[src/rtl/fifo_pkt_wctrl_if.sv]
// Packet input stream plus filter verdict strobe feeding the packet write controller.
// master = packet/verdict source, slave = fifo_pkt_wctrl.
interface fifo_pkt_wctrl_if #(
  parameter int W_EL = 20
) ();
  logic [W_EL-1:0] in_data;
  logic            in_valid;
  logic            in_sop;
  logic            in_eop;
  logic            in_ready;
  logic            verdict_valid;
  logic            verdict_drop;

  modport master (
    output in_data, in_valid, in_sop, in_eop, verdict_valid, verdict_drop,
    input  in_ready
  );

  modport slave (
    input  in_data, in_valid, in_sop, in_eop, verdict_valid, verdict_drop,
    output in_ready
  );
endinterface

[src/rtl/fifo_pkt_wctrl.sv]
// Packet-aware FIFO write controller: writes beats, then commits or rewinds wptr per verdict.
// Optional FIFO_PKT_WCTRL_STATS_EN adds saturating commit/drop counters.
module fifo_pkt_wctrl #(
  parameter int ADDR_WIDTH    = 11,
  parameter int W_EL          = 20,
  parameter int MAX_PKT_BEATS = 2**ADDR_WIDTH - 1
) (
  input  logic                  clk,
  input  logic                  reset_n,
  fifo_pkt_wctrl_if.slave       in_if,
  output logic [W_EL-1:0]       fifo_wdata,
  output logic                  fifo_wen,
  input  logic                  fifo_full,
  input  logic [ADDR_WIDTH:0]   fifo_wptr,
  output logic                  fifo_wrst,
  output logic [ADDR_WIDTH:0]   fifo_rst_wptr,
  output logic [ADDR_WIDTH:0]   commit_wptr,
  output logic                  busy
`ifdef FIFO_PKT_WCTRL_STATS_EN
  ,
  output logic [15:0]           stat_commit_cnt,
  output logic [15:0]           stat_drop_cnt
`endif
);

  localparam int PW = ADDR_WIDTH + 1;
  localparam logic [PW-1:0] MAX_BEATS = PW'(MAX_PKT_BEATS);

  typedef enum logic [2:0] {
    IDLE, WRITE, VERDICT, DRAIN, COMMIT, ROLLBACK
  } state_t;

  state_t         state_q, state_d;
  logic [PW-1:0]  start_ptr_q, start_ptr_d;
  logic [PW-1:0]  beat_cnt_q, beat_cnt_d;
  logic [PW-1:0]  commit_wptr_q, commit_wptr_d;
  logic           vseen_q, vseen_d;
  logic           vdrop_q, vdrop_d;
  logic           run_q;
  logic           accept;
  logic [PW-1:0]  beat_inc;
  logic           verdict_hit;
  logic           verdict_is_drop;

  // run_q holds in_ready low while reset is asserted and for the first cycle after.
  assign in_if.in_ready = run_q && (((state_q == IDLE) || (state_q == WRITE)) ? !fifo_full
                                                                               : (state_q == DRAIN));
  assign accept          = in_if.in_valid && in_if.in_ready;
  assign beat_inc        = beat_cnt_q + 1'b1;
  assign verdict_hit     = vseen_q || in_if.verdict_valid;
  assign verdict_is_drop = vseen_q ? vdrop_q : in_if.verdict_drop;

  assign fifo_wdata    = in_if.in_data;
  assign fifo_rst_wptr = start_ptr_q;
  assign commit_wptr   = commit_wptr_q;
  assign busy          = (state_q != IDLE);

  always_comb begin
    state_d       = state_q;
    start_ptr_d   = start_ptr_q;
    beat_cnt_d    = beat_cnt_q;
    commit_wptr_d = commit_wptr_q;
    vseen_d       = vseen_q;
    vdrop_d       = vdrop_q;
    fifo_wen      = 1'b0;
    fifo_wrst     = 1'b0;
    case (state_q)
      IDLE: begin
        // A verdict arriving with the sop beat belongs to the packet it starts.
        if (accept && in_if.in_sop) begin
          fifo_wen    = 1'b1;
          start_ptr_d = fifo_wptr;
          beat_cnt_d  = PW'(1);
          vseen_d     = in_if.verdict_valid;
          vdrop_d     = in_if.verdict_drop;
          if (in_if.in_eop)                 state_d = VERDICT;
          else if (MAX_BEATS == PW'(1))     state_d = DRAIN;
          else                              state_d = WRITE;
        end
      end
      WRITE: begin
        if (in_if.verdict_valid && !vseen_q) begin
          vseen_d = 1'b1;
          vdrop_d = in_if.verdict_drop;
        end
        if (accept) begin
          fifo_wen   = 1'b1;
          beat_cnt_d = beat_inc;
          if (in_if.in_eop)               state_d = VERDICT;
          else if (beat_inc == MAX_BEATS) state_d = DRAIN;
        end
      end
      VERDICT: begin
        if (verdict_hit) state_d = verdict_is_drop ? ROLLBACK : COMMIT;
      end
      DRAIN: begin
        if (accept && in_if.in_eop) state_d = ROLLBACK;
      end
      COMMIT: begin
        commit_wptr_d = fifo_wptr;
        state_d       = IDLE;
      end
      ROLLBACK: begin
        fifo_wrst = 1'b1;
        state_d   = IDLE;
      end
      default: state_d = IDLE;
    endcase
  end

  always_ff @(posedge clk or negedge reset_n) begin
    if (!reset_n) begin
      state_q       <= IDLE;
      start_ptr_q   <= '0;
      beat_cnt_q    <= '0;
      commit_wptr_q <= '0;
      vseen_q       <= 1'b0;
      vdrop_q       <= 1'b0;
      run_q         <= 1'b0;
    end else begin
      state_q       <= state_d;
      start_ptr_q   <= start_ptr_d;
      beat_cnt_q    <= beat_cnt_d;
      commit_wptr_q <= commit_wptr_d;
      vseen_q       <= vseen_d;
      vdrop_q       <= vdrop_d;
      run_q         <= 1'b1;
    end
  end

`ifdef FIFO_PKT_WCTRL_STATS_EN
  logic [15:0] stat_commit_q, stat_commit_d;
  logic [15:0] stat_drop_q, stat_drop_d;

  always_comb begin
    stat_commit_d = stat_commit_q;
    stat_drop_d   = stat_drop_q;
    if ((state_q == COMMIT) && (stat_commit_q != 16'hFFFF))
      stat_commit_d = stat_commit_q + 16'd1;
    if ((state_q == ROLLBACK) && (stat_drop_q != 16'hFFFF))
      stat_drop_d = stat_drop_q + 16'd1;
  end

  always_ff @(posedge clk or negedge reset_n) begin
    if (!reset_n) begin
      stat_commit_q <= '0;
      stat_drop_q   <= '0;
    end else begin
      stat_commit_q <= stat_commit_d;
      stat_drop_q   <= stat_drop_d;
    end
  end

  assign stat_commit_cnt = stat_commit_q;
  assign stat_drop_cnt   = stat_drop_q;
`endif

endmodule
[src/flat_wrapper.sv]
// flat-port wrapper written by rule: the top's interface ports become plain ports
module fifo_pkt_wctrl_flat 
#(
  parameter int ADDR_WIDTH    = 11,
  parameter int W_EL          = 20,
  parameter int MAX_PKT_BEATS = 2**ADDR_WIDTH - 1
)
  (clk, reset_n, fifo_wdata, fifo_wen, fifo_full, fifo_wptr, fifo_wrst, fifo_rst_wptr, commit_wptr, busy, in_if_in_data, in_if_in_valid, in_if_in_sop, in_if_in_eop, in_if_verdict_valid, in_if_verdict_drop, in_if_in_ready);
  fifo_pkt_wctrl_if #(.W_EL(W_EL)) in_if_i ();
  input  logic clk;
  input  logic reset_n;
  output logic [W_EL-1:0] fifo_wdata;
  output logic fifo_wen;
  input  logic fifo_full;
  input  logic [ADDR_WIDTH:0] fifo_wptr;
  output logic fifo_wrst;
  output logic [ADDR_WIDTH:0] fifo_rst_wptr;
  output logic [ADDR_WIDTH:0] commit_wptr;
  output logic busy;
  input wire logic [$bits(in_if_i.in_data)-1:0] in_if_in_data;
  input wire logic [$bits(in_if_i.in_valid)-1:0] in_if_in_valid;
  input wire logic [$bits(in_if_i.in_sop)-1:0] in_if_in_sop;
  input wire logic [$bits(in_if_i.in_eop)-1:0] in_if_in_eop;
  input wire logic [$bits(in_if_i.verdict_valid)-1:0] in_if_verdict_valid;
  input wire logic [$bits(in_if_i.verdict_drop)-1:0] in_if_verdict_drop;
  output wire logic [$bits(in_if_i.in_ready)-1:0] in_if_in_ready;
  assign in_if_i.in_data = in_if_in_data;
  assign in_if_i.in_valid = in_if_in_valid;
  assign in_if_i.in_sop = in_if_in_sop;
  assign in_if_i.in_eop = in_if_in_eop;
  assign in_if_i.verdict_valid = in_if_verdict_valid;
  assign in_if_i.verdict_drop = in_if_verdict_drop;
  assign in_if_in_ready = in_if_i.in_ready;
  fifo_pkt_wctrl #(.ADDR_WIDTH(ADDR_WIDTH), .W_EL(W_EL), .MAX_PKT_BEATS(MAX_PKT_BEATS)) u_core (.clk(clk), .reset_n(reset_n), .in_if(in_if_i), .fifo_wdata(fifo_wdata), .fifo_wen(fifo_wen), .fifo_full(fifo_full), .fifo_wptr(fifo_wptr), .fifo_wrst(fifo_wrst), .fifo_rst_wptr(fifo_rst_wptr), .commit_wptr(commit_wptr), .busy(busy));
endmodule
[config.mk]
export PLATFORM = sky130hd
export DESIGN_NAME = fifo_pkt_wctrl_flat
export DESIGN_NICKNAME = d
export VERILOG_FILES = /design/src/rtl/fifo_pkt_wctrl_if.sv /design/src/rtl/fifo_pkt_wctrl.sv /design/src/flat_wrapper.sv
export SDC_FILE = /design/constraint.sdc
export NUM_CORES = 1
export LEC_CHECK = 0
export CAP_MARGIN = 20
export CORE_UTILIZATION = 40
export CTS_CLUSTER_SIZE = 8
export DETAILED_ROUTE_END_ITERATION = 7
export DONT_BUFFER_PORTS = 1
export SYNTH_ARGS = -nofsm -noshare
export SYNTH_HDL_FRONTEND = slang
export SYNTH_SLANG_ARGS = --single-unit
export TNS_END_PERCENT = 10
[constraint.sdc]
create_clock -name clk -period 2.3 [get_ports clk]
set_input_delay 0.575 -clock clk [delete_from_list [all_inputs] [get_ports clk]]
set_output_delay 0.575 -clock clk [all_outputs]
set_load 0.02 [all_outputs]
### Word-level counts from Yosys, hierarchy flattened

Index checks and enable logic that the tools add are counted.

* add/subtract/negate cells: 1
* equal/unequal tests: 12
* mux-type cells: 24
* reductions and logical operators: 16

Operators with widths (number)
* two-way mux 12 bit: 2
* case mux 12 bit (2 select lines): 1
* two-way mux 3 bit: 6
* adder 12 x 1 -> 12 bit, second input constant: 1
* == test 12 x 11 -> 1 bit, second input constant: 1
* case mux 3 bit (4 select lines): 1
* two-way mux 1 bit: 10
* == test 3 x 2 -> 1 bit, second input constant: 2
* == test 3 bit, second input constant: 2
* != test 2 bit, second input constant: 3
* case mux 1 bit (2 select lines): 3
* AND reduction 3 bit: 2
* logical AND 1 bit: 5
* AND reduction 5 bit: 1
* != test 2 x 1 -> 1 bit, second input constant: 2
* == test 3 x 1 -> 1 bit, second input constant: 1
* zero test 3 bit: 1
* != test 3 bit, second input constant: 1
* nonzero test 3 bit: 1
* zero test 1 bit: 2
* logical OR 1 bit: 2
* two-way mux 2 bit: 1
* AND reduction 2 bit: 1
* nonzero test 2 bit: 1

* register bits after elaboration: 42
* output and inout port bits: 48
* word-level logic and storage cells: 60

### Logic depth before layout (Yosys ltp)

Gate-level depths: netlist of the first run.

* depth after elaboration: 8
* mapped depth: 7

### Worst setup path after synthesis of the first run

OpenSTA, ideal clock, no wires.

* path kind: input -> output
* from: input port fifo_full
* to: output port fifo_wen
* arrival time: 1433 ps
* required time: 1725 ps
* setup slack: 292 ps
* stages: 4
* path buffers: 0
* cells stage by stage: or2b_1 > nand3_1 > or3_1 > inv_1

* longest elaborated chain between the ends: 7
* elaborated cells between the ends (all ways): 8
* classes of those cells: mux: 4; reduce/logical: 4

Ends and longest elaborated chain
* start: declaration: RTL line flat_wrapper.sv:14 `input logic fifo_full;`
* zero test 1 bit (*): RTL line fifo_pkt_wctrl.sv:46 `assign in_if.in_ready = run_q && (((state_q == IDLE) || (state_q == WRITE)) ? !fifo_full`
* two-way mux 1 bit (*): RTL line fifo_pkt_wctrl.sv:46
* logical AND 1 bit (*): RTL line fifo_pkt_wctrl.sv:46
* logical AND 1 bit (*): RTL line fifo_pkt_wctrl.sv:48 `assign accept = in_if.in_valid && in_if.in_ready;`
* logical AND 1 bit: RTL line fifo_pkt_wctrl.sv:70 `if (accept && in_if.in_sop) begin`
* two-way mux 1 bit: RTL line fifo_pkt_wctrl.sv:70
* case mux 1 bit (2 select lines) (*): RTL line fifo_pkt_wctrl.sv:67 `case (state_q)`
* end: declaration: RTL line flat_wrapper.sv:13 `output logic fifo_wen;`

Mark *: on every way between the ends. The rest lies on a longest branch, timed or not.

### Worst setup path in the final report of the first run

* from: register u_core.state_q[2]
* to: output port fifo_wen

* longest elaborated chain between the ends: 8
* elaborated cells between the ends (all ways): 11
* classes of those cells: eq/ne: 2; mux: 4; reduce/logical: 5

Ends and longest elaborated chain
* start: declaration: RTL line fifo_pkt_wctrl.sv:33 `state_t state_q, state_d;`
* start signal: assignment: RTL line fifo_pkt_wctrl.sv:121 `state_q <= state_d;`
* == test 3 x 1 -> 1 bit or zero test 3 bit (tied branches): RTL line fifo_pkt_wctrl.sv:46, fifo_pkt_wctrl.sv:67
* logical OR 1 bit: RTL line fifo_pkt_wctrl.sv:46
* two-way mux 1 bit: RTL line fifo_pkt_wctrl.sv:46
* logical AND 1 bit: RTL line fifo_pkt_wctrl.sv:46
* logical AND 1 bit: RTL line fifo_pkt_wctrl.sv:48
* logical AND 1 bit: RTL line fifo_pkt_wctrl.sv:70
* two-way mux 1 bit: RTL line fifo_pkt_wctrl.sv:70
* case mux 1 bit (2 select lines) (*): RTL line fifo_pkt_wctrl.sv:67

Marked as above.

==> impl_metrics.yaml, run 1 <==
job:
  drv_cap: 0
clock_network:
  clock_latency_ns: 0.29
  path_clk_slew_ns: 0.08
  clockBufferDepth: 2
  clock-sinks: 42
  cts_root_buffer: "clkbuf_8"
  cts_made_buffers: 5
  htreeDepth: 2
  cts_tree: "built"
  cts_setup_buffers: 0
timing:
  slew_violations: 0
  setup_viol: 0
  max_freq_ghz: 0.467
  postLayoutSetupSlackWorst_ns: 0.157
  final_hold_viol_count: 0
  skew_ns: 0.00703
  grt_setup_unrepaired: "no"
  finalCritPeriodShare: 0.932
  tns_ns: 0
  fin_crit_ns: 2.14
die:
  die_height_um: 76.5
  initial_core_util: 0.424
  io_pins: 88
  fp.dieW_um: 76.5
  rows: 26
  core_um2: 5240
  die_area_um2: 5850
setup_path:
  worst_r2r_path_depth: 6
  crit_arrival_ns: 1.57
  worstPathRequired_ns: 1.73
  cpPeakStageDelay_ns: 0.41
  crit_chain: "nor2b_2, nand3_1, or3_1, inv_2"
  cp_max_fo: 5
  crit_type: "reg2out"
  cp_slowest_cell: "dfrtp_1"
  reg2reg_from: "u_core.beat_cnt_q[0]$_DFFE_PN0P_"
  worstSetupEndpointType: "output port"
  startpoint_type: "flip-flop"
  reg2reg_to: "u_core.state_q[1]$_DFFE_PN0P_"
  reg2reg_slack_ns: 0.38
final_layout:
  final_cell_count_no_fill: 276
  drive_gt1_frac: 0.194
  multi_input_area_um2: 961
  fin_util: 0.444
  final_cell_mix: "dfrtp_1, o21ai_0, nor2_1, mux2_2, nand2_1"
  nFillCells: 517
  area_growth_syn_to_layout_pct: 4.62
  num_antenna_cells: 0
  final_nets: 248
  final_common_cell: "dfrtp_1"
  seq_area_um2: 1050
pwr:
  power_frac_seq: 0.557
  p_leak_nw: 1.00
  power_frac_comb: 0.213
  ir_drop_v: 0.000595
  p_sw_frac: 0.381
  p_switching_mw: 0.973
  internal_power_mw: 1.58
  clkPwrFrac: 0.230
  p_total_mw: 2.55
  p_per_area_nw_per_um2: 1100
place:
  place_inst: 267
  place_congestion: 0.769
  hpwl_mm: 2.91
  pre_cts_slack_ns: 0.232
  io_buffers: 0
global_route:
  grt_pass1_wl_mm: 7.15
  antenna_found_initial: 0
  met2_usage: 0.226
  overflow: 0
  met1_usage: 0.218
  grt_usage: 0.157
  first_global_vias: 1383
  grt_max_degree: 43
  grt_busiest_layer: "met2"
  grtUsageMet3: 0.0407
yosys:
  synth_edf_count: 0
  synthArstFlopShare: 1.00
  synth_cells: 215
  syn_area_um2: 2220
  synth_cell_type_count: 40
  synth.yosys.seq_area_share: 0.473
  avgSynthCellArea_um2: 10.3
  ys_ff_latch: 42
  ys_warn_count: 0
  synthFlopType: "dfrtp_1"
  syn-num-nets: 258
drt:
  drtPass1Iterations: 4
  vias: 1497
  wl_per_cell_um: 15.8
  drc: 0
  drt_iter0_drc: 76
  routed_wl_mm: 4.35
  vias_per_cell: 5.42
  antenna_left: 0
outcome:
  outcome: "finished, final reports clean"
worst_hold_path:
  hold_path.class: "in2async"
[cell usage after synthesis (all sizes together) (2+ instances only)]
cell     n  share of area
nand2   16          0.027
a31oi    3         0.0085
nand4b   2         0.0079
o21ai   26          0.059
nand3    3         0.0068
nor2    17          0.029
a211oi   2         0.0068
mux2    25           0.13
o41ai    2         0.0079
nand3b   2         0.0068
and3b    2         0.0079
ha       3          0.017
or3      3         0.0085
inv      5         0.0085
nor3     3         0.0068
dfrtp   42           0.47
nand4    6          0.017
a21oi    3         0.0068
buf     27          0.086
xor2     2         0.0079
nor3b    3          0.010
nor2b    5          0.015
[layer usage]
layer	share of wire	vias up	routed length, um
li1	-	724	-
met3	0.061	5	267
met1	0.48	721	2100
met2	0.44	47	1920
met4	0.014	0	61
met5	0	-	0
[worst max-delay path by stage]
stage | from | endpoint | slack, ns | cells past startpoint
5_1_grt | u_core.state_q[2]$_DFFE_PN0P_ | fifo_wen | 0.05 | 4
2_1_floorplan | fifo_full | fifo_wen | 0.29 | 4
6_report | u_core.state_q[2]$_DFFE_PN0P_ | fifo_wen | 0.16 | 4
3_5_place_dp | fifo_full | fifo_wen | 0.23 | 4
4_1_cts | u_core.state_q[2]$_DFFE_PN0P_ | fifo_wen | 0.09 | 4
3_3_place_gp | fifo_full | fifo_wen | 0.27 | 4
[area by class of cell]
cell class,count,area share
clock inverters,2,0.0162
flip-flops and latches,42,0.452
well taps,70,0.0377
inverters,5,0.00808
multi-input cells,140,0.414
repair buffers,11,0.0409
clock buffers,6,0.0312
[through the flow]
step | hold slack, ns | instance area (um^2)
final | 0.123 | 2320
after detailed placement | 0.280 | 2190
after CTS | 0.125 | 2320
after global placement | 0.280 | 2190
after floorplan | 0.279 | 2220
after global routing | 0.127 | 2320
[critical path: cells and delay by family (launching register included)]
family,cells,cell delay (ns)
buffers and inverters,1,0.14
flip-flops,1,0.41
AND/OR/NAND/NOR,3,0.73
[sequential cells by signal (all words and copies together), names as in the netlist]
name,count
u_core.vseen_q,1
u_core.beat_cnt_q,12
u_core.commit_wptr,12
u_core.state_q,3
u_core.fifo_rst_wptr,12
u_core.vdrop_q,1
u_core.run_q,1
[logic make-up (layout without fill, tap and decap cells)]
logic type | Yosys count | count (layout) | share of synthesized area
AND/OR/NAND/NOR | 66 | 66 | 0.164
AO/OA/AOI/OAI | 43 | 43 | 0.113
flip-flops | 42 | 42 | 0.473
buffers and inverters | 33 | 24 | 0.0963
multiplexers | 25 | 25 | 0.127
adder cells (fa/ha/maj) | 3 | 3 | 0.0169
XOR/XNOR | 2 | 2 | 0.00789
other | 1 | 1 | 0.00169
[power groups by stage]
stage               clock network [mW]  logic, mW  registers, mW
floorplan                            0      0.477           1.38
detailed placement                   0      0.527           1.44
global route                     0.639      0.610           1.46
CTS                              0.608      0.549           1.43
global placement                     0      0.512           1.44
finish                           0.587      0.543           1.42
[what timing repair did]
item / 4_1_cts / 5_1_grt
hold buffers: 1 / 0
resized for setup: 0 / 1
endpoints found under the hold margin: 42 / 0
setup endpoints to repair: 0 / 1
Power figures use the tool's default switching activity.
==> run 2: changes to the inputs <==
--- a/config.mk
+++ b/config.mk
@@ -5,7 +5,6 @@
 export SDC_FILE = /design/constraint.sdc
 export NUM_CORES = 1
 export LEC_CHECK = 0
-export CAP_MARGIN = 20
 export CORE_UTILIZATION = 40
 export CTS_CLUSTER_SIZE = 8
 export DETAILED_ROUTE_END_ITERATION = 7
==> constraint.sdc (replaced) <==
create_clock -name clk -period 2.4 [get_ports clk]
set_input_delay 0.6 -clock clk [delete_from_list [all_inputs] [get_ports clk]]
set_output_delay 0.6 -clock clk [all_outputs]
set_load 0.02 [all_outputs]
==> impl_metrics.yaml, run 2 (synthesis gave the netlist of run 1 again) <==
global_route:
  first_global_vias: 1452
  grt_max_degree: 43
  overflow: 0
  grt_pass1_wl_mm: 7.38
  antenna_found_initial: 0
  grt_usage: 0.160
drt:
  top_layer: "met4"
  vias_per_cell: 5.42
  antenna_left: 0
  drc: 0
  wl_met3_um: 284
  vias: 1500
  routed_wl_mm: 4.30
  wl_met1_mm: 1.95
  drtPass1Iterations: 4
  wl_per_cell_um: 15.5
  drt_iter0_drc: 126
  met2_length_mm: 2.02
timing:
  final_hold_viol_count: 0
  finalCritPeriodShare: 0.936
  grt_setup_unrepaired: "no"
  slew_violations: 0
  skew_ns: 0.00535
  max_freq_ghz: 0.445
  setup_viol: 0
  tns_ns: 0
  fin_crit_ns: 2.25
final_layout:
  final_common_cell: "dfrtp_1"
  num_antenna_cells: 0
  area_growth_syn_to_layout_pct: 3.89
  final_nets: 249
  final_cell_mix: "dfrtp_1, o21ai_0, nor2_1, mux2_2, nand2_1"
  nFillCells: 511
  drive_gt1_frac: 0.193
setup_path:
  cpLargestDelayFamily: "simple AND/OR/NAND/NOR gates"
  cp_slowest_cell: "dfrtp_1"
  crit_chain: "nor2b_2, nand3_1, or3_1, inv_1"
  startpoint_type: "flip-flop"
  worstSetupEndpointType: "output port"
  cp_max_fo: 5
  cpPeakStageDelay_ns: 0.40
  crit_type: "reg2out"
  worstPathRequired_ns: 1.80
  timing.critical_path.buf_inv: 1
  crit_arrival_ns: 1.65
outcome:
  outcome: "finished, final reports clean"
place:
  io_buffers: 0
  place_congestion: 0.788
  hpwl_mm: 2.93
clock_network:
  cts_setup_buffers: 0
  path_clk_slew_ns: 0.08
  cts_root_buffer: "clkbuf_8"
  clock_latency_ns: 0.29
  clockBufferDepth: 2
  clock-sinks: 42
  htreeDepth: 2
  cts_made_buffers: 5
  cts_tree: "built"
pwr:
  p_leak_nw: 1.00
  p_per_area_nw_per_um2: 1010
  p_total_mw: 2.33
  ir_drop_v: 0.000615
job:
  drv_cap: 0
die:
  die_area_um2: 5850
  rows: 26
  core_um2: 5240
  io_pins: 88
  die_height_um: 76.5
  fp.dieW_um: 76.5
  initial_core_util: 0.424
worst_hold_path:
  hold_path.class: "in2async"
## run 2: cell count changes in the layout (fill, tap and decap cells not counted)
cell,previous run,this run
bufinv_16,1,0
buf_4,10,11
inv_1,4,5
inv_2,1,0
clkinv_4,0,1
clkinvlp_4,1,0
clkinv_2,0,1
## run 2: where the power goes
part | internal, mW | switching, mW | leakage [nW] | total (mW)
clock network | 0.205 | 0.244 | 0.0452 | 0.450
registers | 0.942 | 0.414 | 0.539 | 1.36
logic | 0.261 | 0.267 | 0.415 | 0.528
## run 2: metrics by stage
| stage | worst slack, ns | hold slack (ns) | std cells | utilization | area, um^2 |
|---|---|---|---|---|---|
| after floorplan | 0.342 | 0.304 | 215 | - | 2220 |
| after global placement | 0.324 | 0.305 | 268 | 0.420 | 2200 |
| after detailed placement | 0.268 | 0.305 | 268 | 0.420 | 2200 |
| after CTS | 0.146 | 0.148 | 277 | 0.441 | 2310 |
| after global routing | 0.0178 | 0.145 | 277 | 0.441 | 2310 |
| final | 0.154 | 0.148 | 277 | 0.441 | 2310 |
## run 2: cell type report
| cell class | count | area (um^2) | area share |
|---|---|---|---|
| clock inverter | 2 | 13.8 | 0.00597 |
| tap | 70 | 87.6 | 0.0380 |
| sequential | 42 | 1050 | 0.456 |
| multi-input combinational | 140 | 961 | 0.416 |
| clock buffer | 6 | 72.6 | 0.0315 |
| inverter | 5 | 18.8 | 0.00813 |
| timing repair buffer | 12 | 103 | 0.0445 |
## run 2: routing by layer
| layer | vias to the layer above | global-route usage |
|---|---|---|
| li1 | 723 | - |
| met1 | 729 | 0.206 |
| met2 | 44 | 0.249 |
| met3 | 4 | 0.0539 |
| met4 | 0 | 0.0596 |
| met5 | - | 0 |
## run 2: worst reg2reg max path: cells and delay by family (launching register included)
family | cells | cell delay (ns)
simple gates | 2 | 0.51
compound gates | 3 | 0.68
flops | 1 | 0.36
fa+ha+maj | 1 | 0.25
## run 2: repair_timing
item                                    in CTS  in global routing
hold buffers                                 1                  0
resized for setup                            0                  0
endpoints found under the hold margin       42                  0
endpoints found under the setup margin       0                  0
## run 2: worst paths after layout
kind	endpoint	cells after the start	startpoint	slack (ns)
max	fifo_wen	4	u_core.state_q[2]$_DFFE_PN0P_	0.15
min	u_core.run_q$_DFF_PN0_	1	reset_n	0.15
max reg2reg	u_core.state_q[1]$_DFFE_PN0P_	6	u_core.beat_cnt_q[0]$_DFFE_PN0P_	0.53
min reg2reg	u_core.beat_cnt_q[11]$_DFFE_PN0P_	1	u_core.beat_cnt_q[11]$_DFFE_PN0P_	0.48
max in group asynchronous	u_core.beat_cnt_q[2]$_DFFE_PN0P_	1	reset_n	2.05
min in group clk	u_core.state_q[0]$_DFFE_PN0P_	1	in_if_in_eop	0.40
